===== config.mk =====
export PLATFORM = sky130hd
export DESIGN_NAME = rtc_display_mux
export DESIGN_NICKNAME = d
export VERILOG_FILES = /design/src/rtl/rtc_display_pkg.sv /design/src/rtl/rtc_tick_counter.sv /design/src/rtl/rtc_display_mux.sv
export SDC_FILE = /design/constraint.sdc
export NUM_CORES = 1
export LEC_CHECK = 0
export CAP_MARGIN = 10
export CORE_AREA = 2 2 69 104
export DETAILED_ROUTE_END_ITERATION = 7
export DIE_AREA = 0 0 71 106
export PLACE_DENSITY = 0.66
export SYNTH_ARGS = -nofsm -noshare
export SYNTH_HDL_FRONTEND = slang
export SYNTH_HIERARCHICAL = 1
export SYNTH_SLANG_ARGS = --single-unit
export TNS_END_PERCENT = 1

===== constraint.sdc =====
create_clock -name i_clk -period 3.1 [get_ports i_clk]
set_input_delay 0.62 -clock i_clk [delete_from_list [all_inputs] [get_ports i_clk]]
set_output_delay 0.62 -clock i_clk [all_outputs]
set_load 0.005 [all_outputs]

===== src/rtl/rtc_display_pkg.sv =====
// rtc_display_pkg: shared types and constants for the RTC 7-segment display multiplexer
package rtc_display_pkg;
  typedef enum logic {BLANK, DRIVE} state_t;
  localparam int NUM_DIGITS = 6;
  localparam logic [7:0] ANODE_OFF = 8'hFF;
  localparam logic [7:0] SEG_OFF = 8'hFF;
  function automatic logic [7:0] anode_sel(input logic [2:0] idx);
    return ~(8'd1 << idx);
  endfunction
endpackage


===== src/rtl/rtc_tick_counter.sv =====
// rtc_tick_counter: per-state cycle counter, flags the last cycle and restarts from zero
//   clk/rst_n : clock, asynchronous active-low reset
//   clr       : synchronous clear to zero
//   last      : terminal count (state length minus one)
//   done      : high during the final cycle of the current state
module rtc_tick_counter #(
  parameter int W = 17
) (
  input  logic         clk,
  input  logic         rst_n,
  input  logic         clr,
  input  logic [W-1:0] last,
  output logic         done
);
  logic [W-1:0] cnt;
  assign done = cnt == last;
  always_ff @(posedge clk or negedge rst_n)
    if (!rst_n) cnt <= '0;
    else cnt <= (clr || done) ? '0 : cnt + 1'b1;
endmodule


===== src/rtl/rtc_display_mux.sv =====
// rtc_display_mux: time-multiplexes six active-low 7-segment patterns with blanking gaps
//   i_clk/i_rst_n        : clock, asynchronous active-low reset
//   i_enable             : scan enable, low blanks the display and restarts at digit 1
//   i_segout1..i_segout6 : active-low {dp,g,f,e,d,c,b,a} patterns, 1 = least-significant digit
//   o_anode              : active-low digit select, bit k drives digit k+1
//   o_segment            : active-low pattern for the selected digit
//   o_frame_tick         : one-cycle pulse after the last digit of each scan
module rtc_display_mux
  import rtc_display_pkg::*;
#(
  parameter int REFRESH_DIV  = 100_000,
  parameter int BLANK_CYCLES = 1_000
) (
  input  logic       i_clk,
  input  logic       i_rst_n,
  input  logic       i_enable,
  input  logic [7:0] i_segout1,
  input  logic [7:0] i_segout2,
  input  logic [7:0] i_segout3,
  input  logic [7:0] i_segout4,
  input  logic [7:0] i_segout5,
  input  logic [7:0] i_segout6,
  output logic [7:0] o_anode,
  output logic [7:0] o_segment,
  output logic       o_frame_tick
);
  localparam int MAX_CYC = REFRESH_DIV > BLANK_CYCLES ? REFRESH_DIV : BLANK_CYCLES;
  localparam int CW = $clog2(MAX_CYC);
  localparam logic [2:0] LAST_IDX = 3'(NUM_DIGITS - 1);
  state_t state, next_state;
  logic [2:0] idx, next_idx;
  logic [7:0] hold, next_hold;
  logic [7:0] segs [NUM_DIGITS];
  logic [CW-1:0] last;
  logic done, tick_d;
  logic [7:0] anode_d, seg_d;
  assign segs[0] = i_segout1;
  assign segs[1] = i_segout2;
  assign segs[2] = i_segout3;
  assign segs[3] = i_segout4;
  assign segs[4] = i_segout5;
  assign segs[5] = i_segout6;
  assign last = state == DRIVE ? CW'(REFRESH_DIV - 1) : CW'(BLANK_CYCLES - 1);
  rtc_tick_counter #(.W(CW)) u_cnt (
    .clk  (i_clk),
    .rst_n(i_rst_n),
    .clr  (!i_enable),
    .last (last),
    .done (done)
  );
  always_comb begin
    next_state = state;
    next_idx   = idx;
    next_hold  = hold;
    tick_d     = 1'b0;
    if (!i_enable) begin
      next_state = BLANK;
      next_idx   = '0;
    end else if (done && state == BLANK) begin
      next_state = DRIVE;
      next_hold  = segs[idx];
    end else if (done) begin
      next_state = BLANK;
      next_idx   = idx == LAST_IDX ? 3'd0 : idx + 3'd1;
      tick_d     = idx == LAST_IDX;
    end
    anode_d = next_state == DRIVE ? anode_sel(next_idx) : ANODE_OFF;
    seg_d   = next_state == DRIVE ? next_hold : SEG_OFF;
  end
  // Outputs are registered from the next-state decode so they line up with the state they describe.
  always_ff @(posedge i_clk or negedge i_rst_n)
    if (!i_rst_n) begin
      state        <= BLANK;
      idx          <= '0;
      hold         <= SEG_OFF;
      o_anode      <= ANODE_OFF;
      o_segment    <= SEG_OFF;
      o_frame_tick <= 1'b0;
    end else begin
      state        <= next_state;
      idx          <= next_idx;
      hold         <= next_hold;
      o_anode      <= anode_d;
      o_segment    <= seg_d;
      o_frame_tick <= tick_d;
    end
endmodule


**After elaboration in Yosys (flattened, before gate mapping)**

Index checks and enable logic that the tools add are counted.

- Add/subtract/negate cells: 2
- Order comparisons: 1
- Equal/unequal tests: 2
- Shifts and indexed selects: 1
- Multiplexer cells: 19
- Bitwise gates (word level): 3
- Reductions and logical operators: 3

Operators with widths:

| cell | count |
|---|---|
| two-way mux 8 bit | 6 |
| two-way mux 17 bit | 2 |
| binary-select mux 8 bit (select 3 bit) | 1 |
| adder 17 x 1 -> 17 bit, second input constant | 1 |
| equality test 17 bit | 1 |
| two-way mux 3 bit | 4 |
| inverter 8 bit | 1 |
| left shift 1 x 3 -> 8 bit, first input constant | 1 |
| two-way mux 1 bit | 6 |
| >= comparator 4 bit, second input constant | 1 |
| inverter 3 -> 4 bit | 1 |
| adder 3 x 1 -> 3 bit, second input constant | 1 |
| equality test 3 bit, second input constant | 1 |
| logical AND 1 bit | 1 |
| zero test 1 bit | 1 |
| logical OR 1 bit | 1 |
| inverter 1 bit | 1 |

- Register bits: 46
- Input bits: 51
- Output and inout bits: 17
- Logic and storage cells: 38

**Longest topological paths before layout**

Gate-level depths: netlist of the first run.

- Depth in word-level cells: 8
- Mapped depth: 11
- Gate-level depth less buffers: 9

**Hierarchy**

Netlist of the first run, hierarchy kept.

Modules (own cells, without submodules):

| module | times used | cells an instance | area each (um^2) | sequential area each (um^2) |
|---|---|---|---|---|
| rtc_display_mux | 1 | 154 | 1590.3 | 755.7 |
| rtc_tick_counter | 1 | 106 | 1002.2 | 425.4 |

**Least setup slack after synthesis of the first run**

OpenSTA, ideal clock, no wires.

- Path type: flip-flop to flip-flop
- Start: reg state
- End: reg o_anode[4]
- Library setup time: 82 ps
- Arrival: 2488 ps
- Required time: 3018 ps
- Path slack: 530 ps
- Cell stages (with the launch flop): 11
- Buffers on the path: 1
- Period minus slack after synthesis: 2570 ps
- Cells stage by stage: dfrtp_1 inv_1 xor2_1 nor4_1 nand3_1 nor3_1 ha_1 nor2b_1 clkbuf_1 or3_1 a211o_1

- Cells in the longest elaborated chain, start to end: 8
- Elaborated cells on any way between the ends: 13
- Classes of those cells: eq/ne (1); shift (1); mux (8); bitwise (2); reduce/logical (1)

RTL lines:

| element | RTL line | RTL |
|---|---|---|
| start: declaration | rtc_display_mux.sv:30 | `state_t state, next_state;` |
| start signal: assignment | rtc_display_mux.sv:80 | `state <= next_state;` |
| two-way mux 17 bit (*) | rtc_display_mux.sv:43 | `assign last = state == DRIVE ? CW'(REFRESH_DIV - 1) : CW'(BLANK_CYCLES - 1);` |
| net last[5] | rtc_display_mux.sv:34 | `logic [CW-1:0] last;` |
| equality test 17 bit (*) | rtc_tick_counter.sv:16 | `assign done = cnt == last;` |
| net done | rtc_display_mux.sv:35 | `logic done, tick_d;` |
| two-way mux 3 bit or logical AND 1 bit (tied branches) | rtc_display_mux.sv:62, rtc_display_mux.sv:59 |  |
| two-way mux 3 bit | rtc_display_mux.sv:59 | `end else if (done && state == BLANK) begin` |
| two-way mux 3 bit | rtc_display_mux.sv:56 | `if (!i_enable) begin` |
| left shift 1 x 3 -> 8 bit | rtc_display_pkg.sv:8 | `return ~(8'd1 << idx);` |
| inverter 8 bit | rtc_display_pkg.sv:8 |  |
| two-way mux 8 bit (*) | rtc_display_mux.sv:67 | `anode_d = next_state == DRIVE ? anode_sel(next_idx) : ANODE_OFF;` |
| net anode_d[4] | rtc_display_mux.sv:36 | `logic [7:0] anode_d, seg_d;` |
| end signal: assignment | rtc_display_mux.sv:83 | `o_anode <= anode_d;` |
| end: declaration | rtc_display_mux.sv:23 | `output logic [7:0] o_anode,` |

Mark *: on every way through the listed nets, which the timed path passes. The rest lies on a longest branch.

**Worst setup path in the final report of the first run**

Same ends and word-level chain as after synthesis.

==> impl_results.html, run 1 <==
<table>
<tr><th>Metric</th><th>Value</th></tr>
<tr><th colspan="2">Outcome</th></tr>
<tr><td>Run status</td><td>complete, no violations</td></tr>
<tr><th colspan="2">Synthesis</th></tr>
<tr><td>Most numerous cell in the Yosys netlist</td><td>nor2_1</td></tr>
<tr><td>Top_reg_cell synth</td><td>dfstp_2</td></tr>
<tr><td>Synthesized instance count</td><td>260</td></tr>
<tr><td>Number of enable-type register cells in the synthesized netlist</td><td>0</td></tr>
<tr><td>Cell type contributing the most total cell area after synthesis</td><td>dfstp_2</td></tr>
<tr><td>Proportion of register bits with asynchronous set or reset after synthesis</td><td>100.0%</td></tr>
<tr><td>Dominant cells by area after synthesis</td><td>dfstp_2 (24%), dfrtp_1 (21%), xor2_1 (7.8%)</td></tr>
<tr><td>Sequential share of the synthesized area</td><td>45.56%</td></tr>
<tr><td>Post-synthesis instance area</td><td>2592 um^2</td></tr>
<tr><td>Register bit count reported by yosys</td><td>46</td></tr>
<tr><td>Yosys cell types</td><td>41</td></tr>
<tr><td>Commonest cells in the synthesized netlist</td><td>nor2_1 (38), dfstp_2 (24), xor2_1 (23), dfrtp_1 (22), nand2_1 (18)</td></tr>
<tr><td>Share of Yosys cell area claimed by the top area cell type</td><td>24.32%</td></tr>
<tr><td>Mean cell area of the mapped netlist</td><td>9.971 um^2</td></tr>
<tr><td>Warnings, synthesis</td><td>6</td></tr>
<tr><th colspan="2">Clocking</th></tr>
<tr><td>Maximum count of clock buffers along a single path</td><td>2</td></tr>
<tr><td>CTS buffer count</td><td>5</td></tr>
<tr><td>Clock tree from TritonCTS</td><td>yes</td></tr>
<tr><td>H-Tree Depth</td><td>2</td></tr>
<tr><td>Buffer count from post-CTS setup fixing</td><td>0</td></tr>
<tr><td>Clock-pin slew of the registers on the worst-case setup and hold paths</td><td>0.09 ns</td></tr>
<tr><td>Number of clock sinks</td><td>46</td></tr>
<tr><td>CTS-repair resized insts</td><td>0</td></tr>
<tr><td>CTS Hold Bufs</td><td>0</td></tr>
<tr><td>Clock network latency to the later pin of the worst-skew pair</td><td>0.30 ns</td></tr>
<tr><td>Master cell of the clock root buffer</td><td>clkbuf_8</td></tr>
<tr><th colspan="2">Worst setup path</th></tr>
<tr><td>Sort of element at the end of the critical path</td><td>register</td></tr>
<tr><td>Ordered list of cells on the worst path</td><td>inv_1 &gt; xor2_1 &gt; nor4_1 &gt; nand3_1 &gt; nor3_1 &gt; ha_1 &gt; nor2b_1 &gt; or3_1 &gt; a211o_1</td></tr>
<tr><td>Number of buffer and inverter instances along the worst setup path</td><td>1</td></tr>
<tr><td>Cell type group with the largest total delay on the critical path</td><td>simple AND/OR/NAND/NOR gates</td></tr>
<tr><td>RR Startpoint</td><td>state$_DFF_PN0_</td></tr>
<tr><td>Maximum fanout along the worst path</td><td>8</td></tr>
<tr><td>Crit. Startpoint</td><td>state$_DFF_PN0_</td></tr>
<tr><td>Critical path class</td><td>reg2reg</td></tr>
<tr><td>Critical Path Stages</td><td>9</td></tr>
<tr><td>Worst reg-to-reg setup slack</td><td>0.35 ns</td></tr>
<tr><td>Critical Path Sink</td><td>o_anode[4]$_DFF_PN1_</td></tr>
<tr><td>Critical path launch point type</td><td>register</td></tr>
<tr><td>Slowest library cell on the worst path</td><td>dfrtp_1</td></tr>
<tr><td>Depth of the most critical reg-to-reg path</td><td>9</td></tr>
<tr><td>Longest individual stage delay on the worst path</td><td>0.50 ns</td></tr>
<tr><td>Critical path data arrival time</td><td>2.98 ns</td></tr>
<tr><td>Capture instance of the worst register-to-register path</td><td>o_anode[4]$_DFF_PN1_</td></tr>
<tr><td>Critical Path RT</td><td>3.33 ns</td></tr>
<tr><th colspan="2">Power and ir drop</th></tr>
<tr><td>Power per cell area</td><td>334.6 nW/um^2</td></tr>
<tr><td>Pleak</td><td>0.001350 uW</td></tr>
<tr><td>Maximum vdd drop</td><td>0.0001817 V</td></tr>
<tr><th colspan="2">Cells and area</th></tr>
<tr><td>Share of cells above drive strength 1</td><td>13.37%</td></tr>
<tr><td>Total inserted antenna cells</td><td>0</td></tr>
<tr><td>Area growth from synthesis to final layout</td><td>31.37%</td></tr>
<tr><td>Fill cell count</td><td>606</td></tr>
<tr><td>Final non-filler cell total</td><td>407</td></tr>
<tr><td>Total number of nets in the final design</td><td>381</td></tr>
<tr><th colspan="2">Route</th></tr>
<tr><td>WL per Instance</td><td>14.63 um</td></tr>
<tr><td>DR pass1 iterations</td><td>4</td></tr>
<tr><td>Final wirelength</td><td>5956 um</td></tr>
<tr><td>Number of DRC violations after detailed routing</td><td>0</td></tr>
<tr><td>Initial detailed-routing violation count</td><td>91</td></tr>
<tr><td>Via density per instance</td><td>5.115</td></tr>
<tr><td>Number of nets still failing antenna checks after routing</td><td>0</td></tr>
<tr><td>Vias post-DR</td><td>2082</td></tr>
<tr><th colspan="2">STA</th></tr>
<tr><td>Number of endpoints with negative hold slack in the final report</td><td>0</td></tr>
<tr><td>Final min period</td><td>2.749 ns</td></tr>
<tr><td>Highest Clock Rate</td><td>363.8 MHz</td></tr>
<tr><td>Total Negative Setup Slacks</td><td>0 ns</td></tr>
<tr><td>Worst-Margin Slew</td><td>1.095 ns</td></tr>
<tr><td>Crit share post-route</td><td>88.67%</td></tr>
<tr><td>Worst slew margin</td><td>27.03%</td></tr>
<tr><td>Final Max Slew Viols</td><td>0</td></tr>
<tr><td>Setup repair after global routing missed its margin</td><td>false</td></tr>
<tr><td>Layout Skew</td><td>0.01565 ns</td></tr>
<tr><td>Setup ws final</td><td>0.3511 ns</td></tr>
<tr><td>Hold slack</td><td>0.4749 ns</td></tr>
<tr><td>Number of setup violations in the final report</td><td>0</td></tr>
<tr><th colspan="2">Global route</th></tr>
<tr><td>Wire length of the first global-routing pass</td><td>10230 um</td></tr>
<tr><td>Gr usage total</td><td>17.02%</td></tr>
<tr><td>Global route total overflow</td><td>0</td></tr>
<tr><td>Antenna violations before repair</td><td>0</td></tr>
<tr><td>Largest net degree at the start of global routing</td><td>47</td></tr>
<tr><td>Vias in the first global route</td><td>2233</td></tr>
<tr><th colspan="2">Job</th></tr>
<tr><td>Reported max-cap violation count</td><td>0</td></tr>
<tr><th colspan="2">Die</th></tr>
<tr><td>Core Footprint</td><td>6713 um^2</td></tr>
<tr><td>Die ar.</td><td>7526 um^2</td></tr>
<tr><td>Die X-Extent</td><td>71 um</td></tr>
<tr><td>Total I/O pin count</td><td>68</td></tr>
<tr><td>Number of rows in the core area</td><td>37</td></tr>
<tr><td>DIE HEIGHT</td><td>106 um</td></tr>
<tr><td>Initial core utilization</td><td>38.62%</td></tr>
<tr><th colspan="2">Placement</th></tr>
<tr><td>Worst slack after detailed placement</td><td>0.3559 ns</td></tr>
<tr><td>DP Wirelength</td><td>4600 um</td></tr>
<tr><td>Buffers on Ports</td><td>67</td></tr>
<tr><td>Placed cell count</td><td>399</td></tr>
<tr><td>GP Congestion</td><td>0.7861</td></tr>
<tr><th colspan="2">Min path</th></tr>
<tr><td>Hold Crit Class</td><td>in2async</td></tr>
</table>
through the flow:
step	util, %	power (uW)	instance area [um^2]
global placement	49.17	736.0	3301
detailed placement	49.17	737.2	3301
global route	50.74	1191	3406
CTS	50.74	1153	3406
finish	50.74	1140	3406
floorplan	-	658.2	2619
layout make-up:
cell class	instances	area (um^2)	share of cell area, %
multi-input combinational	200	1319	38.72
timing repair buffer	69	680.7	19.99
inverter	6	22.52	0.6613
sequential	46	1181	34.68
clock buffer	7	97.59	2.866
tap	78	97.59	2.866
clock inverter	1	7.507	0.2204
per-layer routing:
metal / global-route usage, % / routed length [um] / vias to the layer above / share of wire (%)
met2: 31.44 / 3269 / 77 / 55
li1: - / - / 1025 / -
met1: 18.53 / 2205 / 971 / 37
met3: 4.739 / 386 / 9 / 6.5
met5: 0 / 0 / - / 0
met4: 5.121 / 94 / 0 / 1.6
sequential cells by signal, indices dropped and copies added (netlist names):
signal / flops
idx: 3
u_cnt/cnt: 17
state: 1
o_anode: 8
o_frame_tick: 1
o_segment: 8
hold: 8
logic make-up (layout without fill, tap and decap cells):
group                    after synthesis  in the layout  share of synthesized area (%)
AND/OR/NAND/NOR                      100            100                          18.63
flip-flops                            46             46                          45.56
XOR/XNOR                              33             33                          11.15
AO/OA/AOI/OAI                         32             32                          9.219
multiplexers                          24             24                          9.604
buffers and inverters                 21             83                          4.585
adder cells (fa/ha/maj)                2              2                         0.9651
other                                  2              9                         0.2897
layout by cell type (no fill, tap or decap), drive strengths merged:
cell,n
a211o,1
a21oi,2
a31oi,14
and2,2
and3,2
and3b,2
and4,1
buf,3
clkbuf,7
clkdlybuf4s50,66
clkinvlp,1
conb,9
dfrtp,22
dfstp,24
ha,2
inv,6
mux2,7
mux2i,17
nand2,18
nand2b,2
nand3,15
nand3b,1
nand4,5
nor2,38
nor2b,3
nor3,4
nor3b,1
nor4,3
o211ai,1
o21ai,2
o22a,9
o22ai,1
o31ai,1
o32ai,1
or2,1
or3,1
or3b,1
xnor2,10
xor2,23
worst min path at each step:
stage                            from                endpoint  cells past startpoint
floorplan                     i_rst_n        idx[0]$_DFF_PN0_                      0
global placement    hold[7]$_DFF_PN1_  o_segment[7]$_DFF_PN1_                      2
detailed placement  hold[0]$_DFF_PN1_       hold[0]$_DFF_PN1_                      2
CTS                 hold[0]$_DFF_PN1_       hold[0]$_DFF_PN1_                      2
global route        hold[1]$_DFF_PN1_  o_segment[1]$_DFF_PN1_                      2
finish                        i_rst_n  u_cnt/cnt[4]$_DFF_PN0_                      1
power by group:
part / leakage (uW) / internal, uW / total, uW / switching [uW]
clock network: 0.0000496 / 208 / 415 / 206
logic: 0.000745 / 73.3 / 115 / 41.5
registers: 0.000556 / 604 / 610 / 5.81
total: 0.00135 / 886 / 1140 / 254
(Power assumes the default switching activity.)
==> run 2: changes to the inputs <==
--- a/config.mk
+++ b/config.mk
@@ -5,11 +5,11 @@
 export SDC_FILE = /design/constraint.sdc
 export NUM_CORES = 1
 export LEC_CHECK = 0
-export CAP_MARGIN = 10
+export CAP_MARGIN = 25
 export CORE_AREA = 2 2 69 104
 export DETAILED_ROUTE_END_ITERATION = 7
 export DIE_AREA = 0 0 71 106
-export PLACE_DENSITY = 0.66
+export PLACE_DENSITY = 0.69
 export SYNTH_ARGS = -nofsm -noshare
 export SYNTH_HDL_FRONTEND = slang
 export SYNTH_HIERARCHICAL = 1
==> run 2 against run 1 <==
Non-clock buffer count rose by 2. Setup slack better by 0.023 ns. Clock power decreased by 1%. Count of clock-buffer cells in the layout stayed put. Flip-flop and latch count unchanged. Final area increased by 1.4%. Cell count grew 0.49%. Largest cell class unchanged. Highest routed layer unchanged.
==> impl_results.html, run 2 (synthesis gave the netlist of run 1 again) <==
<table>
<tr><th>Metric</th><th>Value</th></tr>
<tr><th colspan="2">Clocking</th></tr>
<tr><td>H-Tree Depth</td><td>2 (unchanged)</td></tr>
<tr><td>CTS buffer count</td><td>5 (unchanged)</td></tr>
<tr><td>CTS Hold Bufs</td><td>0 (unchanged)</td></tr>
<tr><td>Clock tree from TritonCTS</td><td>yes (unchanged)</td></tr>
<tr><td>Number of clock sinks</td><td>46 (unchanged)</td></tr>
<tr><td>Maximum count of clock buffers along a single path</td><td>2 (unchanged)</td></tr>
<tr><td>CTS-repair resized insts</td><td>0 (unchanged)</td></tr>
<tr><td>Clock network latency to the later pin of the worst-skew pair</td><td>0.30 ns (about the same)</td></tr>
<tr><td>Buffer count from post-CTS setup fixing</td><td>0 (unchanged)</td></tr>
<tr><td>Clock-pin slew of the registers on the worst-case setup and hold paths</td><td>0.09 ns (about the same)</td></tr>
<tr><td>Master cell of the clock root buffer</td><td>clkbuf_8 (unchanged)</td></tr>
<tr><th colspan="2">Cells and area</th></tr>
<tr><td>Share of cells above drive strength 1</td><td>13.90% (was 13.37%)</td></tr>
<tr><td>Post-route standard cell area excluding fillers</td><td>3453 um^2 (was 3406 um^2)</td></tr>
<tr><td>Total inserted antenna cells</td><td>0 (unchanged)</td></tr>
<tr><td>Fill cell count</td><td>606 (unchanged)</td></tr>
<tr><td>Area growth from synthesis to final layout</td><td>33.20% (was 31.37%)</td></tr>
<tr><td>Leading cell type in the layout, fill and taps excluded</td><td>clkdlybuf4s50_1 (unchanged)</td></tr>
<tr><td>Register containing the most flip-flops in the final layout</td><td>u_cnt/cnt (unchanged)</td></tr>
<tr><td>Most frequent cells in the layout</td><td>clkdlybuf4s50_1 (66), nor2_1 (38), dfstp_2 (24) (unchanged)</td></tr>
<tr><td>Number of flip-flops in the largest register</td><td>17 (unchanged)</td></tr>
<tr><td>Total number of nets in the final design</td><td>383 (was 381)</td></tr>
<tr><th colspan="2">Global route</th></tr>
<tr><td>Gr usage total</td><td>16.48% (was 17.02%)</td></tr>
<tr><td>Global route total overflow</td><td>0 (unchanged)</td></tr>
<tr><td>Vias in the first global route</td><td>2182 (was 2233)</td></tr>
<tr><td>Largest net degree at the start of global routing</td><td>47 (unchanged)</td></tr>
<tr><td>Wire length of the first global-routing pass</td><td>9853 um (was 10230 um)</td></tr>
<tr><td>Antenna violations before repair</td><td>0 (unchanged)</td></tr>
<tr><th colspan="2">Die</th></tr>
<tr><td>Core Footprint</td><td>6713 um^2 (unchanged)</td></tr>
<tr><td>Die X-Extent</td><td>71 um (unchanged)</td></tr>
<tr><td>DIE HEIGHT</td><td>106 um (unchanged)</td></tr>
<tr><td>Total I/O pin count</td><td>68 (unchanged)</td></tr>
<tr><td>Die ar.</td><td>7526 um^2 (unchanged)</td></tr>
<tr><td>Initial core utilization</td><td>38.62% (unchanged)</td></tr>
<tr><td>Number of rows in the core area</td><td>37 (unchanged)</td></tr>
<tr><th colspan="2">Job</th></tr>
<tr><td>Reported max-cap violation count</td><td>0 (unchanged)</td></tr>
<tr><th colspan="2">STA</th></tr>
<tr><td>Number of setup violations in the final report</td><td>0 (unchanged)</td></tr>
<tr><td>Hold slack</td><td>0.1692 ns (was 0.4749 ns)</td></tr>
<tr><td>Setup repair after global routing missed its margin</td><td>false (unchanged)</td></tr>
<tr><td>Crit share post-route</td><td>87.93% (was 88.67%)</td></tr>
<tr><td>Final Max Slew Viols</td><td>0 (unchanged)</td></tr>
<tr><td>Worst slew margin</td><td>45.82% (was 27.03%)</td></tr>
<tr><td>Total Negative Setup Slacks</td><td>0 ns (unchanged)</td></tr>
<tr><td>Final min period</td><td>2.726 ns (was 2.749 ns)</td></tr>
<tr><td>Highest Clock Rate</td><td>366.8 MHz (was 363.8 MHz)</td></tr>
<tr><td>Layout Skew</td><td>0.01174 ns (was 0.01565 ns)</td></tr>
<tr><td>Worst-Margin Slew</td><td>0.8127 ns (was 1.095 ns)</td></tr>
<tr><td>Number of endpoints with negative hold slack in the final report</td><td>0 (unchanged)</td></tr>
<tr><th colspan="2">Worst setup path</th></tr>
<tr><td>Capture instance of the worst register-to-register path</td><td>o_anode[4]$_DFF_PN1_ (unchanged)</td></tr>
<tr><td>Maximum fanout along the worst path</td><td>8 (unchanged)</td></tr>
<tr><td>Critical path class</td><td>reg2reg (unchanged)</td></tr>
<tr><td>Sort of element at the end of the critical path</td><td>register (unchanged)</td></tr>
<tr><td>Critical path data arrival time</td><td>2.96 ns (was 2.98 ns)</td></tr>
<tr><td>Depth of the most critical reg-to-reg path</td><td>9 (unchanged)</td></tr>
<tr><td>Critical Path RT</td><td>3.34 ns (was 3.33 ns)</td></tr>
<tr><td>Critical path launch point type</td><td>register (unchanged)</td></tr>
<tr><td>RR Startpoint</td><td>state$_DFF_PN0_ (unchanged)</td></tr>
<tr><td>Worst reg-to-reg setup slack</td><td>0.37 ns (was 0.35 ns)</td></tr>
<tr><th colspan="2">Route</th></tr>
<tr><td>Final wirelength</td><td>5845 um (was 5956 um)</td></tr>
<tr><td>Vias post-DR</td><td>2121 (was 2082)</td></tr>
<tr><td>WL per Instance</td><td>14.29 um (was 14.63 um)</td></tr>
<tr><td>Number of DRC violations after detailed routing</td><td>0 (unchanged)</td></tr>
<tr><td>Number of nets still failing antenna checks after routing</td><td>0 (unchanged)</td></tr>
<tr><td>Via density per instance</td><td>5.186 (was 5.115)</td></tr>
<tr><td>Initial detailed-routing violation count</td><td>87 (was 91)</td></tr>
<tr><td>DR pass1 iterations</td><td>4 (unchanged)</td></tr>
<tr><th colspan="2">Power and ir drop</th></tr>
<tr><td>Power per cell area</td><td>330.2 nW/um^2 (was 334.6 nW/um^2)</td></tr>
<tr><td>Pleak</td><td>0.001371 uW (was 0.001350 uW)</td></tr>
<tr><td>Cell Int Power</td><td>888.5 uW (was 886.1 uW)</td></tr>
<tr><td>Maximum vdd drop</td><td>0.0001368 V (was 0.0001817 V)</td></tr>
<tr><td>Net switching power figure</td><td>251.8 uW (was 253.6 uW)</td></tr>
<tr><td>Sw Share</td><td>22.08% (was 22.25%)</td></tr>
<tr><td>Sequential cell fraction of total power</td><td>53.6% (was 53.5%)</td></tr>
<tr><td>Clock network fraction of total power</td><td>36.1% (was 36.4%)</td></tr>
<tr><td>Comb pwr share</td><td>10.3% (was 10.1%)</td></tr>
<tr><th colspan="2">Placement</th></tr>
<tr><td>Placed standard-cell area</td><td>3301 um^2 (unchanged)</td></tr>
<tr><td>DP Wirelength</td><td>4490 um (was 4600 um)</td></tr>
<tr><td>GP Congestion</td><td>0.8112 (was 0.7861)</td></tr>
<tr><td>Buffers on Ports</td><td>67 (unchanged)</td></tr>
<tr><th colspan="2">Min path</th></tr>
<tr><td>Hold Crit Class</td><td>in2async (unchanged)</td></tr>
<tr><th colspan="2">Outcome</th></tr>
<tr><td>Run status</td><td>complete, no violations (unchanged)</td></tr>
</table>
-- run 2: cell count changes in the layout (fill, tap and decap cells not counted), sizes merged --
cell | before | now
buf | 3 | 5
-- run 2: power by group through the flow --
stage               clock [uW]  combinational (uW)  sequential [uW]
finish                     411                 118              611
global route               442                 131              612
CTS                        424                 116              611
detailed placement           0                 116              621
global placement             0                 115              621
floorplan                    0                39.8              618
-- run 2: how the worst max path moves through the flow --
stage | startpoint | end | slack, ns | depth (start not counted)
2_1_floorplan | state$_DFF_PN0_ | o_anode[4]$_DFF_PN1_ | 0.53 | 10
4_1_cts | state$_DFF_PN0_ | o_segment[6]$_DFF_PN1_ | 0.37 | 8
6_report | state$_DFF_PN0_ | o_anode[4]$_DFF_PN1_ | 0.37 | 9
3_3_place_gp | state$_DFF_PN0_ | o_segment[6]$_DFF_PN1_ | 0.44 | 8
5_1_grt | state$_DFF_PN0_ | o_anode[4]$_DFF_PN1_ | 0.13 | 9
3_5_place_dp | state$_DFF_PN0_ | o_anode[4]$_DFF_PN1_ | 0.39 | 9
-- run 2: per-layer routing --
layer | global-route usage (%) | vias up | wire, um
met5 | 0 | - | 0
met4 | 6.739 | 0 | 69
met3 | 3.981 | 8 | 356
met2 | 30.51 | 85 | 3278
met1 | 17.46 | 1000 | 2140
li1 | - | 1028 | -
-- run 2: area by class of cell --
cell class	instances	area (um^2)	area share, %
Multi-Input combinational cell	200	1319	38.19
Inverter	6	22.52	0.6522
Clock buffer	7	97.59	2.826
Sequential cell	46	1181	34.20
Tap cell	78	97.59	2.826
Clock inverter	1	7.507	0.2174
Timing Repair Buffer	71	728.2	21.09
-- run 2: critical path: stages, from the launching register on --
cell and delay, ns:
dfrtp_1 0.49, inv_1 0.16, xor2_1 0.17, nor4_1 0.25, nand3_1 0.17, nor3_1 0.32
ha_1 0.29, nor2b_1 0.15, or3_1 0.37, a211o_1 0.29
-- run 2: through the flow --
stage	total power (uW)	std cells	worst slack (ns)	utilization, %
after CTS	1151	407	0.3695	50.74
final	1140	409	0.3740	51.44
after global placement	736.0	399	0.4386	49.17
after floorplan	658.2	267	0.5303	-
after global routing	1184	409	0.1303	51.44
after detailed placement	736.8	399	0.3902	49.17
==> run 3: changes to the inputs <==
--- a/config.mk
+++ b/config.mk
@@ -9,7 +9,7 @@
 export CORE_AREA = 2 2 69 104
 export DETAILED_ROUTE_END_ITERATION = 7
 export DIE_AREA = 0 0 71 106
-export PLACE_DENSITY = 0.69
+export PLACE_DENSITY = 0.66
 export SYNTH_ARGS = -nofsm -noshare
 export SYNTH_HDL_FRONTEND = slang
 export SYNTH_HIERARCHICAL = 1
==> run 3 against run 2 <==
Sequential share of layout area stayed put. Power is 0.18% higher. Register-to-register slack worse by 0.02 ns. Global-route usage is 0.55 points higher. Count of clock-buffer cells in the layout stayed put. Maximum frequency is 0.57% lower. Die area stayed put. Setup slack worse by 0.016 ns. Clock power hardly changed. Highest routed layer unchanged.
==> impl_results.html, run 3 (synthesis gave the netlist of run 1 again) <==
<table>
<tr><th>Metric</th><th>Value</th></tr>
<tr><th colspan="2">Worst setup path</th></tr>
<tr><td>Critical Path RT</td><td>3.33 ns (was 3.34 ns)</td></tr>
<tr><td>Slowest library cell on the worst path</td><td>dfrtp_1 (unchanged)</td></tr>
<tr><td>Cell type group with the largest total delay on the critical path</td><td>simple AND/OR/NAND/NOR gates (unchanged)</td></tr>
<tr><td>Critical path data arrival time</td><td>2.97 ns (was 2.96 ns)</td></tr>
<tr><td>Sort of element at the end of the critical path</td><td>register (unchanged)</td></tr>
<tr><td>Number of buffer and inverter instances along the worst setup path</td><td>1 (unchanged)</td></tr>
<tr><td>Ordered list of cells on the worst path</td><td>inv_1 &gt; xor2_1 &gt; nor4_1 &gt; nand3_1 &gt; nor3_1 &gt; ha_1 &gt; nor2b_1 &gt; or3_1 &gt; a211o_1 (unchanged)</td></tr>
<tr><td>Critical path class</td><td>reg2reg (unchanged)</td></tr>
<tr><td>Longest individual stage delay on the worst path</td><td>0.50 ns (was 0.49 ns)</td></tr>
<tr><td>Maximum fanout along the worst path</td><td>8 (unchanged)</td></tr>
<tr><td>Critical path launch point type</td><td>register (unchanged)</td></tr>
<tr><th colspan="2">Route</th></tr>
<tr><td>Number of DRC violations after detailed routing</td><td>0 (unchanged)</td></tr>
<tr><td>WL per Instance</td><td>14.62 um (was 14.29 um)</td></tr>
<tr><td>Vias post-DR</td><td>2089 (was 2121)</td></tr>
<tr><td>Initial detailed-routing violation count</td><td>88 (was 87)</td></tr>
<tr><td>DR pass1 iterations</td><td>4 (unchanged)</td></tr>
<tr><td>Via density per instance</td><td>5.108 (was 5.186)</td></tr>
<tr><td>Number of nets still failing antenna checks after routing</td><td>0 (unchanged)</td></tr>
<tr><td>Final wirelength</td><td>5980 um (was 5845 um)</td></tr>
<tr><th colspan="2">Cells and area</th></tr>
<tr><td>Leading cell type in the layout, fill and taps excluded</td><td>clkdlybuf4s50_1 (unchanged)</td></tr>
<tr><td>Area growth from synthesis to final layout</td><td>33.20% (unchanged)</td></tr>
<tr><td>Final non-filler cell total</td><td>409 (unchanged)</td></tr>
<tr><td>Fill cell count</td><td>601 (was 606)</td></tr>
<tr><td>Share of cells above drive strength 1</td><td>13.90% (unchanged)</td></tr>
<tr><td>Register containing the most flip-flops in the final layout</td><td>u_cnt/cnt (unchanged)</td></tr>
<tr><td>Total number of nets in the final design</td><td>383 (unchanged)</td></tr>
<tr><td>Number of flip-flops in the largest register</td><td>17 (unchanged)</td></tr>
<tr><td>Total inserted antenna cells</td><td>0 (unchanged)</td></tr>
<tr><td>Most frequent cells in the layout</td><td>clkdlybuf4s50_1 (66), nor2_1 (38), dfstp_2 (24) (unchanged)</td></tr>
<tr><th colspan="2">Outcome</th></tr>
<tr><td>Run status</td><td>complete, no violations (unchanged)</td></tr>
<tr><th colspan="2">Clocking</th></tr>
<tr><td>Clock network latency to the later pin of the worst-skew pair</td><td>0.30 ns (about the same)</td></tr>
<tr><td>CTS-repair resized insts</td><td>0 (unchanged)</td></tr>
<tr><td>CTS Hold Bufs</td><td>0 (unchanged)</td></tr>
<tr><td>Maximum count of clock buffers along a single path</td><td>2 (unchanged)</td></tr>
<tr><td>Clock tree from TritonCTS</td><td>yes (unchanged)</td></tr>
<tr><td>Clock-pin slew of the registers on the worst-case setup and hold paths</td><td>0.09 ns (about the same)</td></tr>
<tr><td>H-Tree Depth</td><td>2 (unchanged)</td></tr>
<tr><td>Buffer count from post-CTS setup fixing</td><td>0 (unchanged)</td></tr>
<tr><td>CTS buffer count</td><td>5 (unchanged)</td></tr>
<tr><td>Master cell of the clock root buffer</td><td>clkbuf_8 (unchanged)</td></tr>
<tr><td>Number of clock sinks</td><td>46 (unchanged)</td></tr>
<tr><th colspan="2">Die</th></tr>
<tr><td>Total I/O pin count</td><td>68 (unchanged)</td></tr>
<tr><td>Core Footprint</td><td>6713 um^2 (unchanged)</td></tr>
<tr><td>DIE HEIGHT</td><td>106 um (unchanged)</td></tr>
<tr><td>Die X-Extent</td><td>71 um (unchanged)</td></tr>
<tr><td>Initial core utilization</td><td>38.62% (unchanged)</td></tr>
<tr><td>Number of rows in the core area</td><td>37 (unchanged)</td></tr>
<tr><td>Die ar.</td><td>7526 um^2 (unchanged)</td></tr>
<tr><th colspan="2">STA</th></tr>
<tr><td>Crit share post-route</td><td>88.44% (was 87.93%)</td></tr>
<tr><td>Final Max Slew Viols</td><td>0 (unchanged)</td></tr>
<tr><td>Setup repair after global routing missed its margin</td><td>false (unchanged)</td></tr>
<tr><td>Setup ws final</td><td>0.3584 ns (was 0.3740 ns)</td></tr>
<tr><td>Worst-Margin Slew</td><td>0.7372 ns (was 0.8127 ns)</td></tr>
<tr><td>Layout Skew</td><td>0.01418 ns (was 0.01174 ns)</td></tr>
<tr><td>Total Negative Setup Slacks</td><td>0 ns (unchanged)</td></tr>
<tr><td>Worst slew margin</td><td>50.85% (was 45.82%)</td></tr>
<tr><td>Number of endpoints with negative hold slack in the final report</td><td>0 (unchanged)</td></tr>
<tr><td>Number of setup violations in the final report</td><td>0 (unchanged)</td></tr>
<tr><td>Final min period</td><td>2.742 ns (was 2.726 ns)</td></tr>
<tr><td>Highest Clock Rate</td><td>364.7 MHz (was 366.8 MHz)</td></tr>
<tr><th colspan="2">Power and ir drop</th></tr>
<tr><td>Pleak</td><td>0.001371 uW (unchanged)</td></tr>
<tr><td>Maximum vdd drop</td><td>0.0001801 V (was 0.0001368 V)</td></tr>
<tr><td>Power per cell area</td><td>330.8 nW/um^2 (was 330.2 nW/um^2)</td></tr>
<tr><td>Final total power</td><td>1142 uW (was 1140 uW)</td></tr>
<tr><th colspan="2">Placement</th></tr>
<tr><td>DP Wirelength</td><td>4600 um (was 4490 um)</td></tr>
<tr><td>Worst slack after detailed placement</td><td>0.3559 ns (was 0.3902 ns)</td></tr>
<tr><td>Placed cell count</td><td>399 (unchanged)</td></tr>
<tr><td>Buffers on Ports</td><td>67 (unchanged)</td></tr>
<tr><td>GP Congestion</td><td>0.7861 (was 0.8112)</td></tr>
<tr><th colspan="2">Min path</th></tr>
<tr><td>Hold Crit Class</td><td>in2async (unchanged)</td></tr>
<tr><th colspan="2">Global route</th></tr>
<tr><td>Wire length of the first global-routing pass</td><td>10230 um (was 9853 um)</td></tr>
<tr><td>Largest net degree at the start of global routing</td><td>47 (unchanged)</td></tr>
<tr><td>Antenna violations before repair</td><td>0 (unchanged)</td></tr>
<tr><td>Vias in the first global route</td><td>2233 (was 2182)</td></tr>
<tr><td>Gr usage total</td><td>17.02% (was 16.48%)</td></tr>
<tr><td>Global route total overflow</td><td>0 (unchanged)</td></tr>
<tr><th colspan="2">Job</th></tr>
<tr><td>Reported max-cap violation count</td><td>0 (unchanged)</td></tr>
</table>
run 3: cell counts in the layout (fill, tap and decap cells not counted):
Identical to the previous run, type by type.
run 3: metal layers:
layer	up-vias	wire length (um)	global-route usage [%]
li1	1029	-	-
met1	977	2197	18.53
met2	74	3307	31.44
met3	9	380	4.739
met4	0	94	5.121
met5	-	0	0
run 3: worst register-to-register path: cells and delay by family, from the launching register on:
| kind | cells | cell delay [ns] |
|---|---|---|
| flip-flops | 1 | 0.50 |
| XOR/XNOR | 1 | 0.17 |
| buffers and inverters | 1 | 0.17 |
| adder cells (fa/ha/maj) | 1 | 0.28 |
| AO/OA/AOI/OAI | 1 | 0.31 |
| AND/OR/NAND/NOR | 5 | 1.25 |
run 3: worst paths after layout:
path                                         from              endpoint  slack, ns  cells past startpoint
worst min-delay path                      i_rst_n      idx[0]$_DFF_PN0_       0.19                      1
worst max register to register    state$_DFF_PN0_  o_anode[4]$_DFF_PN1_       0.36                      9
min in group i_clk              hold[0]$_DFF_PN1_     hold[0]$_DFF_PN1_       0.50                      2
worst max-delay path              state$_DFF_PN0_  o_anode[4]$_DFF_PN1_       0.36                      9
max in group asynchronous                 i_rst_n  o_anode[4]$_DFF_PN1_       2.38                      2
worst min register to register  hold[0]$_DFF_PN1_     hold[0]$_DFF_PN1_       0.50                      2
run 3: power by group:
| part | total [uW] | switching [uW] | leakage (uW) | internal (uW) |
|---|---|---|---|---|
| combinational | 118 | 42.0 | 0.000766 | 75.9 |
| sequential | 610 | 5.78 | 0.000556 | 605 |
| clock | 414 | 206 | 0.0000496 | 208 |
| total | 1140 | 254 | 0.00137 | 889 |
run 3: final cells by class:
class / count / area, um^2 / share of cell area [%]
Multi-Input combinational cell: 200 / 1319 / 38.19
Sequential cell: 46 / 1181 / 34.20
Timing Repair Buffer: 71 / 728.2 / 21.09
Clock buffer: 7 / 97.59 / 2.826
Tap cell: 78 / 97.59 / 2.826
Inverter: 6 / 22.52 / 0.6522
Clock inverter: 1 / 7.507 / 0.2174
run 3: through the flow:
| step | utilization [%] | hold WS [ns] | area [um^2] |
|---|---|---|---|
| after floorplan | - | 0.3244 | 2619 |
| after global placement | 49.17 | 0.4869 | 3301 |
| after detailed placement | 49.17 | 0.4901 | 3301 |
| after CTS | 50.74 | 0.5025 | 3406 |
| after global routing | 51.44 | 0.1944 | 3453 |
| final | 51.44 | 0.1864 | 3453 |
